## src/rtl/frame_assembler64_pkg.sv

```systemverilog
// Shared constants and state encoding for the 64-step frame assembler.
package frame_assembler64_pkg;
    localparam int FRAME_W = 64;
    localparam int CNT_W   = $clog2(FRAME_W);

    typedef enum logic {IDLE, COLLECT} asm_state_t;
endpackage

```

## src/rtl/frame_assembler64_frame_out_reg.sv

```systemverilog
// Output holding register: presents one frame over valid/ready and flags dropped frames.
module frame_out_reg #(
    parameter int WIDTH = 64
) (
    input  logic             clk,
    input  logic             rst,
    input  logic             load,
    input  logic [WIDTH-1:0] load_data,
    input  logic             ready,
    output logic [WIDTH-1:0] data,
    output logic             valid,
    output logic             overrun
);
    logic accept;

    assign accept = valid && ready;

    always_ff @(posedge clk or posedge rst) begin
        if (rst) begin
            data    <= '0;
            valid   <= 1'b0;
            overrun <= 1'b0;
        end else begin
            if (load && (!valid || accept)) begin
                data  <= load_data;
                valid <= 1'b1;
            end else if (load) begin
                // Held frame still unconsumed: keep it and drop the new one.
                overrun <= 1'b1;
            end else if (accept) begin
                valid <= 1'b0;
            end
        end
    end
endmodule

```

## src/rtl/frame_assembler64.sv

```systemverilog
// Assembles one serial bit per counter index into a 64-bit frame per clean 0..63 sweep.
module frame_assembler64
    import frame_assembler64_pkg::*;
#(
    parameter int WIDTH = FRAME_W,
    parameter int CNT_W = $clog2(WIDTH)
) (
    input  logic             clk,
    input  logic             rst,
    input  logic [CNT_W-1:0] count,
    input  logic             bit_in,
    output logic [WIDTH-1:0] frame_data,
    output logic             frame_valid,
    input  logic             frame_ready,
    output logic             seq_error,
    output logic             overrun
);
    localparam logic [CNT_W-1:0] LAST = CNT_W'(WIDTH - 1);
    localparam logic [CNT_W-1:0] ONE  = CNT_W'(1);

    asm_state_t       state;
    logic [WIDTH-1:0] asm_buf;
    logic [WIDTH-1:0] frame_next;
    logic [WIDTH-1:0] frame_start;
    logic [CNT_W-1:0] prev_count;
    logic [CNT_W-1:0] expected;
    logic             is_repeat;
    logic             is_advance;
    logic             complete;

    always_comb begin
        frame_next        = asm_buf;
        frame_next[count] = bit_in;
    end

    assign frame_start = {{(WIDTH-1){1'b0}}, bit_in};
    assign is_repeat   = (count == prev_count);
    assign is_advance  = (count == expected);
    assign complete    = (state == COLLECT) && !is_repeat && is_advance && (count == LAST);

    always_ff @(posedge clk or posedge rst) begin
        if (rst) begin
            state      <= IDLE;
            asm_buf    <= '0;
            prev_count <= '0;
            expected   <= '0;
            seq_error  <= 1'b0;
        end else begin
            seq_error  <= 1'b0;
            prev_count <= count;
            case (state)
                IDLE: begin
                    if (count == '0) begin
                        asm_buf  <= frame_start;
                        expected <= ONE;
                        state    <= COLLECT;
                    end
                end
                COLLECT: begin
                    // A repeat covers the doubled 0 after a counter wrap; last sample wins.
                    if (is_repeat) begin
                        asm_buf <= frame_next;
                    end else if (is_advance) begin
                        asm_buf <= frame_next;
                        if (count == LAST) begin
                            state <= IDLE;
                        end else begin
                            expected <= expected + ONE;
                        end
                    end else begin
                        seq_error <= 1'b1;
                        if (count == '0) begin
                            asm_buf  <= frame_start;
                            expected <= ONE;
                        end else begin
                            state <= IDLE;
                        end
                    end
                end
                default: state <= IDLE;
            endcase
        end
    end

    frame_out_reg #(
        .WIDTH(WIDTH)
    ) u_out (
        .clk      (clk),
        .rst      (rst),
        .load     (complete),
        .load_data(frame_next),
        .ready    (frame_ready),
        .data     (frame_data),
        .valid    (frame_valid),
        .overrun  (overrun)
    );
endmodule

```

## config.mk

```make
export PLATFORM = sky130hd
export DESIGN_NAME = frame_assembler64
export DESIGN_NICKNAME = d
export VERILOG_FILES = /design/src/rtl/frame_assembler64_pkg.sv /design/src/rtl/frame_assembler64_frame_out_reg.sv /design/src/rtl/frame_assembler64.sv
export SDC_FILE = /design/constraint.sdc
export NUM_CORES = 1
export LEC_CHECK = 0
export BUFFER_PORTS_ARGS = -buffer_cell sky130_fd_sc_hd__buf_2
export CAP_MARGIN = 20
export CORE_UTILIZATION = 60
export DETAILED_ROUTE_END_ITERATION = 10
export GPL_TIMING_DRIVEN = 0
export HOLD_SLACK_MARGIN = 0.12
export PLACE_DENSITY = 0.79
export SLEW_MARGIN = 20
export SYNTH_ARGS = -nofsm -noshare
export SYNTH_HDL_FRONTEND = slang
export SYNTH_SLANG_ARGS = --single-unit
```

## constraint.sdc

```tcl
create_clock -name clk -period 9 [get_ports clk]
set_input_delay 0.9 -clock clk [delete_from_list [all_inputs] [get_ports clk]]
set_output_delay 0.9 -clock clk [all_outputs]
set_load 0.005 [all_outputs]
```

==> results of run 1 <==
registers in the layout (all words and copies together), names as in the netlist:
name and flops:
u_out.data 64, u_out.valid 1, state 1, asm_buf 63
prev_count 6, seq_error 1, expected 6, u_out.overrun 1
cells in the mapped netlist (all sizes together):
library cell,count
mux2,124
ha,1
nand3b,6
a22oi,1
a22o,4
nor2b,2
xor2,12
o211ai,46
and3b,6
buf,39
nand3,148
a21oi,1
a21boi,1
o311ai,2
a32o,1
and2,3
and3,4
nand2b,2
nand4,48
nor4,2
dfrtp,143
a31oi,1
nor2,21
clkbuf,39
a31o,1
nand2,61
inv,3
nor3,2
o221ai,15
o21bai,2
o21ai,5
nor3b,6
cell type report:
cell class | count | area [um^2] | area share, %
clock inverters | 4 | 48.80 | 0.5498
plain buffers | 78 | 320.3 | 3.609
repair buffers | 77 | 407.9 | 4.595
well taps | 168 | 210.2 | 2.368
clock buffers | 28 | 526.8 | 5.935
inverters | 3 | 18.77 | 0.2114
multi-input cells | 528 | 3762 | 42.39
diodes | 1 | 2.502 | 0.02819
flip-flops and latches | 143 | 3578 | 40.32
layout by cell type, fill, tap and decap left out, types with 17 or more instances in the layout:
cell / instances
clkbuf_1: 44
clkbuf_16: 17
mux2_2: 119
nor2_1: 21
o211ai_1: 46
nand2_1: 61
nand4_1: 47
nand3_1: 148
dfrtp_1: 143
buf_1: 17
buf_2: 98
power groups by stage:
stage	clock network (mW)	logic, mW	registers (mW)
6_report	0.687	0.0693	0.647
5_1_grt	0.718	0.0749	0.647
4_1_cts	0.690	0.0683	0.647
3_5_place_dp	0	0.0675	0.658
3_3_place_gp	0	0.0635	0.658
2_1_floorplan	0	0.0426	0.658
metal layers:
layer	track usage (%)	vias to the layer above	share of wire, %
li1	-	3004	-
met2	54.34	495	47
met5	0	-	0
met3	10.07	90	10
met4	17.92	0	4.1
met1	45.31	3346	39
through the flow:
stage	total power [mW]	cell area, um^2
5_1_grt	1.439	8876
4_1_cts	1.405	8869
3_5_place_dp	0.7258	8293
2_1_floorplan	0.7008	7667
3_3_place_gp	0.7220	8253
6_report	1.403	8876
kinds of logic after synthesis:
family                   Yosys count  share of synthesized area, %
AO/OA/AOI/OAI                     80                         8.012
AND/OR/NAND/NOR                  311                         21.25
flip-flops                       143                         46.67
buffers and inverters             81                         4.324
adder cells (fa/ha/maj)            1                        0.1632
XOR/XNOR                          12                         1.371
multiplexers                     124                         18.21
worst min-delay path by stage:
| stage | depth (start not counted) | end | start | slack, ns |
|---|---|---|---|---|
| 6_report | 2 | expected[2] | rst | 0.47 |
| 5_1_grt | 2 | expected[2] | rst | 0.50 |
| 4_1_cts | 1 | u_out.overrun | u_out.overrun | 0.48 |
| 3_5_place_dp | 1 | u_out.overrun | u_out.overrun | 0.47 |
| 3_3_place_gp | 1 | u_out.overrun | u_out.overrun | 0.45 |
| 2_1_floorplan | 1 | u_out.overrun | u_out.overrun | 0.47 |
worst max-delay path, stage by stage:
cell and delay (ns):
buf_2 0.15, xor2_1 0.17, nor4_1 0.53, nand3_1 0.38, nand4_4 0.37, buf_2 0.36
mux2_2 0.38
==> out/metrics.yaml, run 1 <==
syn_inst: 752
endpoint_kind: "flip-flop"
grt_overflow_total: 0
synth_area_um2: 7667
start_kind: "input pin"
die_area_um2: 13240
hold_slack_ns: 0.4744
drtPass1Iterations: 6
r2r_slack_ns: 6.33
hold_buffers: 0
slew_violations: 0
drc_errors: 0
synth_warnings: 0
grt_start_max_net_pins: 90
max_cap_violations: 0
r2r_start: "prev_count[4]"
fin_ws_ns: 6.063
drive_gt1_share_pct: 29.62
start_util_pct: 62.79
arrival_ns: 3.25
hold_viol_final: 0
switching_share_pct: 22.64
fin_tns_setup_ns: 0
switching_power_mw: 0.3178
syn_nets: 763
irDropWorstVdd_mv: 0.1273
crit_end: "u_out.data[30]"
worstReg2RegEnd: "u_out.data[30]"
first_iter_violations: 934
cp.required_ns: 9.31
slew_headroom_pct: 31.64
ys_seq_area_share_pct: 46.67
crit_type: "input pin to flip-flop"
hp-class: "input pin to async pin"
final_cells: 1030
synth.largest_area_cell: "dfrtp_1"
cp_max_fo: 10
numCtsBuffers: 17
antenna_found_initial: 1
rows: 40
post_cts_resized: 0
cts_setup_buffers: 0
powerDensity_nw_per_um2: 158.1
drtAntennaViolNets: 0
ys_top_cells_by_area: "dfrtp_1 (47%), mux2_2 (17%), nand3_1 (9.7%)"
dpl.hpwl_mm: 14.65
setup_viol: 0
cts_tree: "done"
clk_latency_ns: 0.43
final_util_pct: 72.68
pwr-share-comb_pct: 4.9
grt_pass1_wl_mm: 35.32
clock_sinks: 143
die_h_um: 115.0
port_buffers: 75
finClkSkew_ns: 0.009745
syn2layout_area_growth_pct: 15.76
fin_crit_ns: 2.937
coreArea_um2: 12210
drt-total-wl_mm: 21.82
grt.total_usage_pct: 35.15
place_ws_ns: 5.691
leakage_nw: 4.376
clock-root-buffer: "clkbuf_16"
status: "completed"
io-pin-count: 77
min_period_over_period_pct: 32.64
reg2reg_depth: 6
grt_pass1_vias: 6796
htree_levels: 4
power.internal_mw: 1.086
nFillCells: 927
vias_per_cell: 6.733
nets: 859
tightest_slew_ns: 1.023
clk_path_buf_depth: 2
clkSlewWorstSetupHoldPaths_ns: 0.06
die_w_um: 115.0
pwr-share-seq_pct: 46.1
wire_per_inst_um: 21.18
synth_area_per_cell_um2: 10.20
fmax_mhz: 340.4
rsz0062_at_grt: "false"
yosysTopAreaCellShare_pct: 46.67
dpl.cell_count: 997
clkPwrFrac_pct: 49.0
gp_congestion: 0.8885
startpoint: "count[4]"
ys_types: 37
vias: 6935
ys_ff_latch: 143
No activity file was read; power rests on OpenSTA's default activity.
==> inputs of run 2 (changes only) <==
clock period = 2.71 ns   (was 9 ns; I/O delays follow)
==> run 2 against run 1 <==
Compared with the run above: clock skew increased by 0.0030 ns; register-to-register slack got worse by 6.2 ns; critical path depth unchanged; non-clock buffer count increased by 12; highest routed layer unchanged; worst hold slack got worse by 0.20 ns; final area increased by 2.4%; flip-flop and latch count unchanged; global-route usage decreased by 0.38 points; die area unchanged.
==> out/metrics.yaml, run 2 (synthesis results as in run 1) <==
max_cap_violations: 0  # unchanged
io-pin-count: 77  # unchanged
cp_max_fo: 10  # unchanged
diodes: 0  # -1
cp_top_family: "simple AND/OR/NAND/NOR gates"
coreArea_um2: 12210  # unchanged
hold_viol_final: 0  # unchanged
gp_congestion: 0.9071  # +2.1%
setup_viol: 0  # unchanged
fmax_mhz: 395.1
irDropWorstVdd_mv: 0.4011  # +220%
rsz0062_at_grt: "false"
largest_register_ffs: 64  # unchanged
vias_per_cell: 6.640  # -1.4%
post_dp_cell_area_um2: 8344  # +0.62%
syn2layout_area_growth_pct: 18.55
finClkSkew_ns: 0.01273  # +0.002987 ns
start_kind: "flip-flop"
cp_num_buf_inv: 2  # unchanged
startpoint: "prev_count[4]"
first_iter_violations: 944  # +1.1%
arrival_ns: 2.85  # -0.40 ns
top_regs: "u_out.data x64, asm_buf x63"
grt_pass1_vias: 6716  # -1.2%
clk_path_buf_depth: 2  # unchanged
leakage_nw: 4.463  # +2.0%
cp.required_ns: 3.03  # -6.28 ns
final_util_pct: 74.44  # +1.8 points
hp-class: "input pin to flip-flop"
clock_sinks: 143  # unchanged
slew_violations: 0  # unchanged
nets: 871  # +1.4%
htree_levels: 4  # unchanged
grt.total_usage_pct: 34.77  # -0.38 points
r2r_start: "prev_count[4]"
layout_common_cells: "nand3_1 (148), dfrtp_1 (143), mux2_2 (119)"
port_buffers: 75  # unchanged
clkSlewWorstSetupHoldPaths_ns: 0.06  # about the same
start_util_pct: 62.79  # unchanged
drt-total-wl_mm: 21.86  # +0.21%
antenna_found_initial: 0  # -1
grt_pass1_wl_mm: 35.00  # -0.90%
max_stage_delay_ns: 0.47  # -0.06 ns
status: "completed"
drtPass1Iterations: 6  # unchanged
clock-root-buffer: "clkbuf_16"
fin_crit_ns: 2.531
vias: 6912  # -0.33%
clk_latency_ns: 0.44  # about the same
tightest_slew_ns: 1.077  # +0.05416 ns
crit_type: "flip-flop to flip-flop"
drc_errors: 0  # unchanged
slew_headroom_pct: 28.02  # -3.6 points
die_area_um2: 13240  # unchanged
cts_tree: "done"
min_from: "frame_ready"
slowest_stage: "nor4_2"
nFillCells: 855  # -7.8%
min_period_over_period_pct: 93.40
dpl.hpwl_mm: 14.76  # +0.73%
rows: 40  # unchanged
wire_per_inst_um: 21.00  # -0.85%
powerDensity_nw_per_um2: 541.6  # +240%
regMostFlops: "u_out.data"
die_w_um: 115.0  # unchanged
endpoint_kind: "flip-flop"
numCtsBuffers: 17  # unchanged
grt_overflow_total: 0  # unchanged
final_common_cell: "nand3_1"
die_h_um: 115.0  # unchanged
worstPathCellList: "xor2_1 -> nor4_2 -> nand3_1 -> nand4_4 -> buf_4 -> buf_2 -> mux2_2"
fin_area_um2: 9090  # +2.4%
grt_start_max_net_pins: 38  # -58%
drtAntennaViolNets: 0  # unchanged
drive_gt1_share_pct: 30.58  # +0.97 points
==> run 2: cell types whose count changed in the layout (fill, tap and decap cells not counted), moves of 2 or more <==
| cell | previous run | this run |
|---|---|---|
| dlygate4sd3_1 | 0 | 7 |
| buf_4 | 0 | 3 |
| clkbuf_1 | 44 | 39 |
| bufinv_16 | 1 | 3 |
| buf_12 | 0 | 3 |
| clkinvlp_4 | 0 | 3 |
==> run 2: worst register-to-register path: stages, from the launching register on <==
cell and delay [ns]:
dfrtp_1 0.38, xor2_1 0.16, nor4_2 0.47, nand3_1 0.34, nand4_4 0.21, buf_4 0.19
buf_2 0.29, mux2_2 0.38
==> run 2: worst paths after layout <==
kind / endpoint / slack, ns / depth (start not counted)
setup / recovery: u_out.data[29] / 0.18 / 7
hold / removal: u_out.valid / 0.27 / 3
setup reg to reg: u_out.data[29] / 0.18 / 7
hold reg to reg: u_out.data[25] / 0.48 / 1
max in group asynchronous: u_out.data[11] / 1.41 / 5
min in group asynchronous: expected[5] / 0.51 / 3
==> run 2: metal layers <==
layer	routed length [um]	GRT usage, %	share of wire, %	vias up
met4	908	18.61	4.2	0
met3	2059	9.278	9.4	93
met1	8656	44.90	40	3353
met5	0	0	0	-
li1	-	-	-	3013
met2	10240	53.73	47	453
==> run 2: through the flow <==
stage | TNS, ns | hold WS, ns | instances | power [mW] | setup WS, ns
3_5_place_dp | 0 | 0.4236 | 999 | 2.419 | 0.01722
6_report | 0 | 0.2695 | 1041 | 4.923 | 0.1790
5_1_grt | 0 | 0.2929 | 1041 | 5.016 | 0.1019
3_3_place_gp | -19.68 | 0.4521 | 995 | 2.397 | -0.1453
2_1_floorplan | 0 | 0.3024 | 752 | 2.328 | 0.6479
4_1_cts | 0 | 0.2645 | 1038 | 4.922 | 0.08855
==> run 2: final cells by class <==
| cell class | instances | area (um^2) | share of cell area [%] |
|---|---|---|---|
| plain buffers | 78 | 320.3 | 3.524 |
| clock buffers | 23 | 508.0 | 5.588 |
| clock inverters | 9 | 128.9 | 1.418 |
| inverters | 3 | 15.01 | 0.1652 |
| multi-input cells | 528 | 3774 | 41.51 |
| flip-flops and latches | 143 | 3578 | 39.37 |
| well taps | 168 | 210.2 | 2.312 |
| repair buffers | 89 | 555.5 | 6.111 |
==> run 2: repair_timing <==
action / 4_1_cts / 5_1_grt
resized for setup: 0 / 1
setup buffers: 0 / 3
endpoints found under the hold margin: 32 / 0
setup endpoints to repair: 0 / 43
hold buffers: 7 / 0
==> run 2: power breakdown <==
part / leakage, nW / total, mW / internal [mW] / switching, mW
logic: 2.17 / 0.249 / 0.0679 / 0.181
clock network: 0.311 / 2.53 / 1.59 / 0.935
registers: 1.98 / 2.15 / 2.14 / 0.00413
total: 4.46 / 4.92 / 3.80 / 1.12
==> inputs of run 3 (changes only) <==
CORE_UTILIZATION = 59   (was 60)
PLACE_DENSITY = 0.86   (was 0.79)
SYNTH_HIERARCHICAL = 1   (was default)
==> run 3 against run 2 <==
Compared with the run above: first-iteration DRC count fell by 55%; clock power fell by 5%; critical endpoint is now u_out/data[3]; non-clock buffer count down 35; worst hold slack lost 0.12 ns; largest cell class is now flip-flops and latches; combinational power grew 17%.
==> out/metrics.yaml, run 3 <==
status: "completed"
drive_gt1_share_pct: 34.49  # +3.9 points
leakage_nw: 4.549  # +1.9%
synth_area_per_cell_um2: 10.91  # +7.0%
fmax_mhz: 379.0  # -4.1%
drtAntennaViolNets: 0  # unchanged
crit_end: "u_out/data[3]"
finClkSkew_ns: 0.006491  # -0.006240 ns
clock_sinks: 144  # +0.70%
clkSlewWorstSetupHoldPaths_ns: 0.06  # about the same
slew_violations: 0  # unchanged
clkPwrFrac_pct: 49.0  # -2.3 points
setup_viol: 0  # unchanged
vias_per_cell: 6.017  # -9.4%
drc_errors: 0  # unchanged
synth_area_um2: 7214  # -5.9%
die_area_um2: 12670  # -4.2%
grt_pass1_vias: 5637  # -16%
wire_per_inst_um: 20.05  # -4.5%
grt_overflow_total: 0  # unchanged
reg2reg_depth: 7  # unchanged
fin_crit_ns: 2.638  # +0.1074 ns
start_util_pct: 60.31  # -2.5 points
synth_warnings: 6  # +6
die_w_um: 112.6  # -2.1%
syn_nets: 672  # -12%
cts_tree: "done"
coreArea_um2: 11960  # -2.0%
powerDensity_nw_per_um2: 576.5  # +6.4%
first_iter_violations: 428  # -55%
yosys-top-cells-count: "dfrtp_1 (144), nand2_1 (113), nor2_1 (75)"
final_common_cell: "dfrtp_1"
ys_types: 38  # +2.7%
io-pin-count: 77  # unchanged
synth_edf_count: 0  # unchanged
synth-async-reset-ratio_pct: 100.0  # unchanged
pwr-share-comb_pct: 5.9  # +0.8 points
r2r_start: "expected[2]"
diodes: 0  # unchanged
switching_share_pct: 22.58  # -0.19 points
die_h_um: 112.6  # -2.1%
htree_levels: 4  # unchanged
max_cap_violations: 0  # unchanged
syn2layout_area_growth_pct: 18.11
dpl.hpwl_mm: 12.35  # -16%
synthMostInstantiatedCell: "dfrtp_1"
vias: 5560  # -20%
clk_latency_ns: 0.43  # about the same
pwr-share-seq_pct: 45.1  # +1.5 points
rows: 40  # unchanged
post_dp_cell_area_um2: 7826  # -6.2%
start_kind: "input pin"
endpoint_kind: "flip-flop"
grt_start_max_net_pins: 48  # +26%
drtPass1Iterations: 5  # -1
final_util_pct: 71.23  # -3.2 points
gp_congestion: 0.8811  # -2.9%
fin_tns_setup_ns: 0  # unchanged
yosysTopAreaCellShare_pct: 49.95  # +3.3 points
ys_seq_area_share_pct: 49.95  # +3.3 points
hold_viol_final: 0  # unchanged
tightest_slew_ns: 0.8587  # -0.2186 ns
power.internal_mw: 3.803  # about the same
startpoint: "count[0]"
switching_power_mw: 1.109  # -1.1%
antenna_found_initial: 0  # unchanged
synth_ff_type: "dfrtp_1"
ys_ff_latch: 144  # +0.70%
worstReg2RegEnd: "u_out/data[3]"
clk_path_buf_depth: 2  # unchanged
arrival_ns: 2.95  # +0.10 ns
layout_common_cells: "dfrtp_1 (144), nand2_1 (113), buf_2 (82)"
hp-class: "input pin to flip-flop"
clock-root-buffer: "clkbuf_16"
fin_area_um2: 8521  # -6.3%
nets: 775  # -11%
port_buffers: 75  # unchanged
cp.required_ns: 3.02  # about the same
ys_top_cells_by_area: "dfrtp_1 (50%), mux2_4 (12%), mux2_2 (9.4%)"
slew_headroom_pct: 42.50  # +14 points
synth.largest_area_cell: "dfrtp_1"
min_period_over_period_pct: 97.36  # +4.0 points
grt.total_usage_pct: 30.83  # -3.9 points
drt-total-wl_mm: 18.52  # -15%
syn_inst: 661  # -12%
r2r_slack_ns: 0.36  # +0.18 ns
rsz0062_at_grt: "false"
grt_pass1_wl_mm: 29.41  # -16%
top_regs: "asm_buf x64, u_out/data x64"
cp_max_fo: 10  # unchanged
crit_type: "input pin to flip-flop"
numCtsBuffers: 17  # unchanged
irDropWorstVdd_mv: 0.3528  # -12%
==> run 3: cells by family (layout without fill, tap and decap cells) <==
kind of cell	Yosys count	count (layout)	share of synthesized area, %
flops	144	144	49.95
compound gates	84	84	6.243
xor+xnor	12	12	1.457
buf+inv	51	167	4.128
simple gates	248	248	16.06
fa+ha+maj	1	1	0.1734
mux	121	121	21.99
==> run 3: how the worst min path moves through the flow <==
stage	from	endpoint	slack [ns]	cells after the start
2_1_floorplan	count[0]	prev_count[0]	0.30	0
3_5_place_dp	rst	asm_buf[33]	0.33	2
6_report	frame_ready	u_out/valid	0.15	3
4_1_cts	frame_ready	u_out/valid	0.14	3
3_3_place_gp	count[5]	prev_count[5]	0.40	1
5_1_grt	frame_ready	u_out/valid	0.16	3
==> run 3: timing repair <==
item,4_1_cts,5_1_grt
endpoints found under the setup margin,0,36
hold buffers,7,0
resized for setup,0,3
setup buffers,0,0
hold endpoints to repair,68,0
==> run 3: metrics by stage <==
step / cells / power, mW / hold WS, ns / setup WS, ns
global route: 924 / 5.034 / 0.1613 / 0.02133
CTS: 924 / 4.930 / 0.1351 / 0.08618
detailed placement: 885 / 2.527 / 0.3326 / 0.2358
floorplan: 661 / 2.434 / 0.3024 / 0.4440
global placement: 883 / 2.500 / 0.3953 / -0.4410
finish: 924 / 4.912 / 0.1482 / 0.07155
==> run 3: critical path, stage by stage <==
cell and delay [ns]:
dlygate4sd3_1 0.52, buf_2 0.20, nand3_1 0.39, nor2_1 0.49, and3b_1 0.32, nand2_4 0.20, buf_6 0.23, mux2_4 0.31
==> run 3: power by group through the flow <==
stage / Sequential, mW / Clock (mW) / Combinational (mW)
6_report: 2.21 / 2.41 / 0.291
5_1_grt: 2.22 / 2.50 / 0.318
4_1_cts: 2.21 / 2.43 / 0.286
3_5_place_dp: 2.25 / 0 / 0.275
3_3_place_gp: 2.25 / 0 / 0.253
2_1_floorplan: 2.24 / 0 / 0.189
==> run 3: area by class of cell <==
cell class	instances	area (um^2)
plain buffers	48	286.5
clock buffers	21	470.5
clock inverters	11	136.4
inverters	3	16.27
well taps	147	183.9
repair buffers	84	493.0
fillers	809	3441
flip-flops and latches	144	3603
multi-input cells	466	3331
==> run 3: metal layers <==
| layer | vias up | part of all wire [%] | track usage (%) |
|---|---|---|---|
| met5 | - | 0 | 0 |
| met4 | 0 | 2.9 | 16.09 |
| met3 | 59 | 8.0 | 7.775 |
| met2 | 294 | 49 | 49.96 |
| met1 | 2761 | 40 | 38.36 |
| li1 | 2446 | - | - |
